===== src/rtl/pipe_hazard_ctrl.sv =====
// Pipeline sequencer for the IF/DOF/EX/WB core: RAW stall, taken-branch squash, external freeze.
// Optional stall/flush performance counters are built when PIPE_PERF_CNT_EN is defined.
module pipe_hazard_ctrl #(
  parameter int REG_AW    = 5,
  parameter int R0_ZERO   = 1,
  parameter int RF_WT     = 0,
  parameter int MAX_STALL = 15,
  parameter int CNT_W     = 16
) (
  input  logic              clk,
  input  logic              rst,
  input  logic [REG_AW-1:0] aa,
  input  logic [REG_AW-1:0] ba,
  input  logic              use_a,
  input  logic              use_b,
  input  logic [REG_AW-1:0] ex_da,
  input  logic              ex_rw,
  input  logic [REG_AW-1:0] wb_da,
  input  logic              wb_rw,
  input  logic              br_taken,
  input  logic              ext_hold,
  input  logic              perf_clr,
  output logic              pc_en,
  output logic              ifd_en,
  output logic              ifd_flush,
  output logic              dex_bubble,
  output logic              back_en,
  output logic [1:0]        state,
  output logic              hazard_err,
  output logic [CNT_W-1:0]  stall_cnt,
  output logic [CNT_W-1:0]  flush_cnt
);

  typedef enum logic [1:0] {RUN = 2'd0, STALL = 2'd1, FLUSH = 2'd2, HOLD = 2'd3} state_t;

  localparam int            TW   = $clog2(MAX_STALL + 2);
  localparam logic [TW-1:0] TMAX = TW'(MAX_STALL + 1);

  state_t        cur, nxt;
  logic [TW-1:0] tmr, tmr_inc;
  logic          haz_ex, haz_wb, haz;
  logic          do_hold, do_flush, do_stall;

  // In FLUSH the DOF latch holds a NOP, so its register fields are meaningless.
  always_comb begin
    haz_ex = ex_rw && !((R0_ZERO != 0) && (ex_da == '0)) &&
             ((use_a && (aa == ex_da)) || (use_b && (ba == ex_da)));
    haz_wb = (RF_WT == 0) && wb_rw && !((R0_ZERO != 0) && (wb_da == '0)) &&
             ((use_a && (aa == wb_da)) || (use_b && (ba == wb_da)));
    haz    = (haz_ex || haz_wb) && (cur != FLUSH);
  end

  always_comb begin
    do_hold  = ext_hold;
    do_flush = !ext_hold && br_taken && (cur != FLUSH);
    do_stall = !ext_hold && !do_flush && haz;
    if (do_hold)       nxt = HOLD;
    else if (do_flush) nxt = FLUSH;
    else if (do_stall) nxt = STALL;
    else               nxt = RUN;
  end

  always_comb begin
    pc_en      = 1'b1;
    ifd_en     = 1'b1;
    ifd_flush  = 1'b0;
    dex_bubble = 1'b0;
    back_en    = 1'b1;
    if (!rst) begin
      // Fill the pipe with NOPs while reset is held.
      pc_en      = 1'b0;
      ifd_en     = 1'b0;
      ifd_flush  = 1'b1;
      dex_bubble = 1'b1;
    end else if (do_hold) begin
      pc_en   = 1'b0;
      ifd_en  = 1'b0;
      back_en = 1'b0;
    end else if (do_flush) begin
      ifd_flush  = 1'b1;
      dex_bubble = 1'b1;
    end else if (do_stall) begin
      pc_en      = 1'b0;
      ifd_en     = 1'b0;
      dex_bubble = 1'b1;
    end
  end

  assign tmr_inc = (tmr == TMAX) ? TMAX : tmr + TW'(1);

  // HOLD freezes the stall timer rather than clearing it.
  always_ff @(negedge clk or negedge rst) begin
    if (!rst) begin
      cur        <= RUN;
      tmr        <= '0;
      hazard_err <= 1'b0;
    end else begin
      cur <= nxt;
      if (do_stall) begin
        tmr <= tmr_inc;
        if (tmr_inc == TMAX) hazard_err <= 1'b1;
      end else if (!do_hold) begin
        tmr <= '0;
      end
    end
  end

  assign state = cur;

`ifdef PIPE_PERF_CNT_EN
  always_ff @(negedge clk or negedge rst) begin
    if (!rst) begin
      stall_cnt <= '0;
      flush_cnt <= '0;
    end else if (perf_clr) begin
      stall_cnt <= '0;
      flush_cnt <= '0;
    end else begin
      if (do_stall && (stall_cnt != '1)) stall_cnt <= stall_cnt + CNT_W'(1);
      if (do_flush && (flush_cnt != '1)) flush_cnt <= flush_cnt + CNT_W'(1);
    end
  end
`else
  logic unused_perf;
  assign unused_perf = perf_clr;
  assign stall_cnt   = '0;
  assign flush_cnt   = '0;
`endif

endmodule


===== config.mk =====
export PLATFORM = sky130hd
export DESIGN_NAME = pipe_hazard_ctrl
export DESIGN_NICKNAME = d
export VERILOG_FILES = /design/src/rtl/pipe_hazard_ctrl.sv
export SDC_FILE = /design/constraint.sdc
export NUM_CORES = 1
export LEC_CHECK = 0
export BUFFER_PORTS_ARGS = -buffer_cell sky130_fd_sc_hd__buf_2
export CAP_MARGIN = 20
export CORE_ASPECT_RATIO = 1.5
export CORE_MARGIN = 3
export CORE_UTILIZATION = 37
export CTS_CLUSTER_SIZE = 28
export DETAILED_ROUTE_END_ITERATION = 7
export PLACE_DENSITY_LB_ADDON = 0.05
export SLEW_MARGIN = 0
export SYNTH_ARGS = -nofsm -noshare
export SYNTH_HDL_FRONTEND = slang
export SYNTH_SLANG_ARGS = --single-unit

===== constraint.sdc =====
create_clock -name clk -period 1.55 [get_ports clk]
set_input_delay 0.155 -clock clk [delete_from_list [all_inputs] [get_ports clk]]
set_output_delay 0.155 -clock clk [all_outputs]
set_load 0.02 [all_outputs]

==> results of run 1 <==
==> worst min path at each step <==
stage | startpoint | end | cells after the start
finish | rst | state[1]$_DFF_NN0_ | 1
global route | rst | tmr[0]$_DFFE_NN0P_ | 1
CTS | rst | state[0]$_DFF_NN0_ | 1
detailed placement | hazard_err$_DFFE_NN0P_ | hazard_err$_DFFE_NN0P_ | 1
global placement | hazard_err$_DFFE_NN0P_ | hazard_err$_DFFE_NN0P_ | 1
floorplan | rst | dex_bubble | 1
==> cell families after synthesis <==
group                    share of synthesized area
AND/OR/NAND/NOR                             0.1489
AO/OA/AOI/OAI                               0.1322
XOR/XNOR                                    0.2067
flip-flops                                  0.2054
buffers and inverters                       0.2773
other                                     0.003847
adder cells (fa/ha/maj)                    0.02567
==> final cells by class <==
class                           instances  area, um^2  area share
Clock buffer                            3       22.52     0.01671
Inverter                                5       18.77     0.01393
Multi-Input combinational cell        101       681.9      0.5060
Sequential cell                         8       200.2      0.1486
Tap cell                               24       30.03     0.02228
Timing Repair Buffer                   58       394.1      0.2925
==> timing repair <==
item                       4_1_cts  5_1_grt
gates resized for setup         14        4
pin swaps                        3        3
setup endpoints to repair       14       14
setup buffers                    6        2
==> where the power goes <==
part	internal [uW]	switching, uW	leakage, uW	total (uW)
Sequential	214	2.96	0.000106	217
Clock	88.2	64.9	0.0000138	153
Combinational	136	181	0.000587	317
==> layer usage <==
layer | routed length (um) | track usage | vias to the layer above
met5 | 0 | 0 | -
li1 | - | - | 441
met2 | 1239 | 0.2434 | 37
met4 | 79 | 0.08081 | 0
met3 | 167 | 0.01558 | 8
met1 | 799 | 0.1433 | 392
==> placed cells by master (no fill, tap or decap), drive strengths merged, types with 2 or more instances in the layout <==
cell type  count
nand3          2
conb          32
nand4          4
nor2           3
dfrtn          8
nand2          9
nand2b         3
clkbuf         3
xnor2         21
nor3b          2
a21o           3
o22ai          2
o21ai          4
buf           58
ha             2
xor2           2
o21a           2
or4            2
inv            5
==> flip-flops by register name (all words and copies together) (netlist names) <==
| signal | cells |
|---|---|
| state | 2 |
| tmr | 5 |
| hazard_err | 1 |
==> metrics by stage <==
| stage | power (uW) | setup WS (ns) | cell area, um^2 | cells |
|---|---|---|---|---|
| 3_3_place_gp | 507.4 | -0.9718 | 1212 | 189 |
| 2_1_floorplan | 458.7 | -0.8592 | 1142 | 148 |
| 5_1_grt | 737.3 | -1.073 | 1348 | 199 |
| 6_report | 686.9 | -0.9883 | 1348 | 199 |
| 4_1_cts | 690.4 | -1.027 | 1325 | 197 |
| 3_5_place_dp | 507.8 | -0.9927 | 1212 | 189 |
==> impl_metrics.tcl, run 1 <==
set metrics [dict create \
    path_buf_inv 3 \
    fin_ws_ns -0.9883 \
    root_buffer "clkbuf_4" \
    core_um2 2477 \
    drc 0 \
    grt_antenna_before_repair 0 \
    postRouteWirelength_um 2285 \
    r2r_start "state[1]$_DFF_NN0_" \
    avgRoutedWirePerCell_um 11.48 \
    dp_hpwl_um 1958 \
    fin_skew_ns 0.001350 \
    drt_iter0_drc 5 \
    leakage_uw 0.0007074 \
    ys_seq_elements 8 \
    hold_class "input pin to asynchronous set/reset pin" \
    setup.worst_path.start_class "register" \
    die_w_um 47.91 \
    rsz0062_at_grt "true" \
    cp_data_required_time_ns 1.39 \
    whs_ns 0.4400 \
    final_nets 208 \
    crit_slowest_cell "dfrtn_1" \
    cts_hold_repair.buffers 0 \
    cts.sinks 8 \
    cts_max_level 1 \
    area_delta_synth_final_pct 38.25 \
    power_density_nw_per_um2 509.7 \
    vias 878 \
    async_flop_share 1.000 \
    fillers 240 \
    yosysSeqAreaShare 0.2054 \
    yosys.area.top_type_share 0.2542 \
    final_util 0.5439 \
    synthCells 117 \
    setup_viol 14 \
    detail_route.first_pass.iterations 4 \
    numCtsBuffers 3 \
    yosysMostFrequentCell "buf_4" \
    critPathLaunch "state[0]$_DFF_NN0_" \
    cpPeakStageDelay_ns 0.40 \
    report.final.hold_viol_count 0 \
    io_buffers 35 \
    worstPathCellList "nand2b_4 -> nand2b_4 -> nor3b_4 -> a22oi_4 -> buf_6 -> nand2b_4 -> buf_6 -> nor2_4 -> buf_6" \
    clkLatencyLatePin_ns 0.26 \
    critical_path_depth 9 \
    grt-ovfl-total 0 \
    syn_avg_cell_area_um2 8.331 \
    drive_above_1_share 0.4057 \
    violations "setup timing" \
    synth-edff-count 0 \
    initial_core_util 0.3934 \
    cts_tree "built" \
    detail_route.vias_per_cell 4.412 \
    cp.arrival_ns 2.38 \
    io_pins 69 \
    cts_buffer_depth 2 \
    diodes 0 \
    rows 22 \
    r2r_end "state[0]$_DFF_NN0_" \
    dieArea_um2 3299 \
    die-height_um 68.86 \
    ys_types 28 \
    synth_flop_cell "dfrtn_1" \
    yosysTopAreaCell "buf_4" \
    status "finished, violations left" \
    grt_pass1_wl_um 3291 \
    crit_family "simple AND/OR/NAND/NOR gates" \
    grt.total_usage 0.1360 \
    end_kind "output pin" \
    cap_viol_max_count 0 \
    r2r_cells 9 \
    path_clk_slew_ns 0.04 \
    critical_path_class "register to output pin" \
    maxSlewViolCount 0 \
    ys_top_cells_by_count "33 x buf_4, 21 x xnor2_1, 9 x nand2_1, 8 x dfrtn_1, 5 x inv_1" \
    cp-endpoint "pc_en" \
    finalWeightedCongestion 0.8667 \
    ys_top_cells_by_area "buf_4 25%, dfrtn_1 21%, xnor2_1 19%" \
    yosys_warnings 0 \
    peakVddDrop_mv 0.4269 \
    fin_tns_setup_ns -9.424 \
    grt_pass1_vias 826 \
    worstPathMaxFanout 3 \
    drtAntennaViolNets 0 \
    reg2reg_slack_ns 0.06 \
    synth_area_um2 974.7 \
    grt_max_degree 13 \
]
Note: power is estimated with default switching activity, not from simulation.
==> run 2, diff against run 1 <==
--- a/config.mk
+++ b/config.mk
@@ -7,12 +7,15 @@
 export LEC_CHECK = 0
 export BUFFER_PORTS_ARGS = -buffer_cell sky130_fd_sc_hd__buf_2
 export CAP_MARGIN = 20
+export CELL_PAD_IN_SITES_DETAIL_PLACEMENT = 0
+export CELL_PAD_IN_SITES_GLOBAL_PLACEMENT = 1
 export CORE_ASPECT_RATIO = 1.5
 export CORE_MARGIN = 3
-export CORE_UTILIZATION = 37
+export CORE_UTILIZATION = 25
 export CTS_CLUSTER_SIZE = 28
 export DETAILED_ROUTE_END_ITERATION = 7
 export PLACE_DENSITY_LB_ADDON = 0.05
+export SKIP_CTS_REPAIR_TIMING = 1
 export SLEW_MARGIN = 0
 export SYNTH_ARGS = -nofsm -noshare
 export SYNTH_HDL_FRONTEND = slang
==> impl_metrics.tcl, run 2 (synthesis gave the netlist of run 1 again) <==
set metrics [dict create \
    core_um2 3716 \
    setup.worst_path.start_class "register" \
    leakage_uw 0.0007473 \
    cp_data_required_time_ns 1.39 \
    crit_family "simple AND/OR/NAND/NOR gates" \
    cp.arrival_ns 2.45 \
    die-height_um 82.47 \
    grt_pass1_vias 938 \
    grt_max_degree 13 \
    power_switching_uw 272.4 \
    detail_route.first_pass.iterations 3 \
    power_density_nw_per_um2 552.0 \
    largest_register_ffs 5 \
    postRouteWirelength_um 2784 \
    critical_path_class "register to output pin" \
    maxSlewViolCount 0 \
    grt_antenna_before_repair 0 \
    top_register "tmr" \
    dp_slack_ns -0.9982 \
    grt-ovfl-total 0 \
    end_kind "output pin" \
    grt.total_usage 0.1116 \
    pwr-share-seq 0.272 \
    cts_tree "built" \
    grt_pass1_wl_um 4126 \
    worstPathCellList "nand2b_4 -> nand2b_4 -> nor3b_4 -> a22oi_4 -> buf_6 -> nand2b_4 -> buf_6 -> nor2_4 -> buf_6" \
    path_buf_inv 3 \
    cts_buffer_depth 2 \
    violations "setup timing" \
    cap_viol_max_count 0 \
    dp_hpwl_um 2339 \
    combPwrFrac 0.416 \
    critical_path_depth 9 \
    final_nets 212 \
    report.final.hold_viol_count 0 \
    worstPathMaxFanout 3 \
    crit_slowest_cell "dfrtn_1" \
    cpPeakStageDelay_ns 0.41 \
    avgRoutedWirePerCell_um 12.54 \
    cts.sinks 8 \
    power_uw 800.5 \
    hold_class "input pin to asynchronous set/reset pin" \
    drive_above_1_share 0.4302 \
    clock_power_share 0.312 \
    switching_share 0.3402 \
    drc 0 \
    status "finished, violations left" \
    r2r_cells 8 \
    dieArea_um2 4699 \
    setup_viol 14 \
    fin_ws_ns -1.053 \
    die_w_um 56.98 \
    root_buffer "clkbuf_8" \
    clkLatencyLatePin_ns 0.25 \
    drt_iter0_drc 21 \
    numCtsBuffers 3 \
    fin_skew_ns 0.001958 \
    vias 892 \
    io_buffers 35 \
    rsz0062_at_grt "true" \
    path_clk_slew_ns 0.03 \
    io_pins 69 \
    peakVddDrop_mv 0.5434 \
    diodes 0 \
    place_area_um2 1251 \
    detail_route.vias_per_cell 4.018 \
    area_delta_synth_final_pct 48.78 \
    final_cell_area_um2 1450 \
    layout_commonest_cell "conb_1" \
    internal-power_uw 528.1 \
    drtAntennaViolNets 0 \
    final_cell_mix "32 x conb_1, 27 x buf_2, 24 x buf_4, 21 x xnor2_1, 11 x buf_6" \
    initial_core_util 0.2623 \
    finalWeightedCongestion 0.7632 \
    rows 27 \
    cts_max_level 1 \
]
-- run 2: worst paths after layout --
check,startpoint,to,slack [ns]
hold / removal,rst,hazard_err$_DFFE_NN0P_,0.45
min in group clk,hazard_err$_DFFE_NN0P_,hazard_err$_DFFE_NN0P_,0.49
hold reg to reg,hazard_err$_DFFE_NN0P_,hazard_err$_DFFE_NN0P_,0.49
max in group asynchronous,rst,state[1]$_DFF_NN0_,0.84
setup reg to reg,state[0]$_DFF_NN0_,tmr[0]$_DFFE_NN0P_,-0.01
setup / recovery,state[0]$_DFF_NN0_,ifd_en,-1.05
-- run 2: power groups by stage --
stage | logic (uW) | registers (uW) | clock network (uW)
floorplan | 234 | 225 | 0
detailed placement | 293 | 221 | 0
global placement | 295 | 221 | 0
finish | 333 | 218 | 249
global route | 360 | 218 | 280
CTS | 295 | 218 | 255
-- run 2: per-stage QoR --
step | util | cells | TNS (ns) | hold WS [ns]
6_report | 0.3902 | 222 | -9.922 | 0.4502
5_1_grt | 0.3902 | 222 | -10.72 | 0.4606
4_1_cts | 0.3478 | 213 | -9.440 | 0.4222
3_5_place_dp | 0.3367 | 210 | -9.468 | 0.4116
3_3_place_gp | 0.3367 | 210 | -9.378 | 0.4308
2_1_floorplan | - | 148 | -7.645 | 0.3666
-- run 2: final cells by class --
type / instances / area (um^2)
fillers: 435 / 2266
well taps: 43 / 53.80
repair buffers: 62 / 439.2
clock buffers: 3 / 41.29
inverters: 5 / 18.77
multi-input cells: 101 / 696.9
flip-flops and latches: 8 / 200.2
-- run 2: layer usage --
layer / GRT usage / vias up / share of wire
li1: - / 447 / -
met1: 0.1038 / 412 / 0.32
met2: 0.2323 / 33 / 0.60
met3: 0.02644 / 0 / 0.083
met4: 0.03480 / 0 / 0
met5: 0 / - / 0
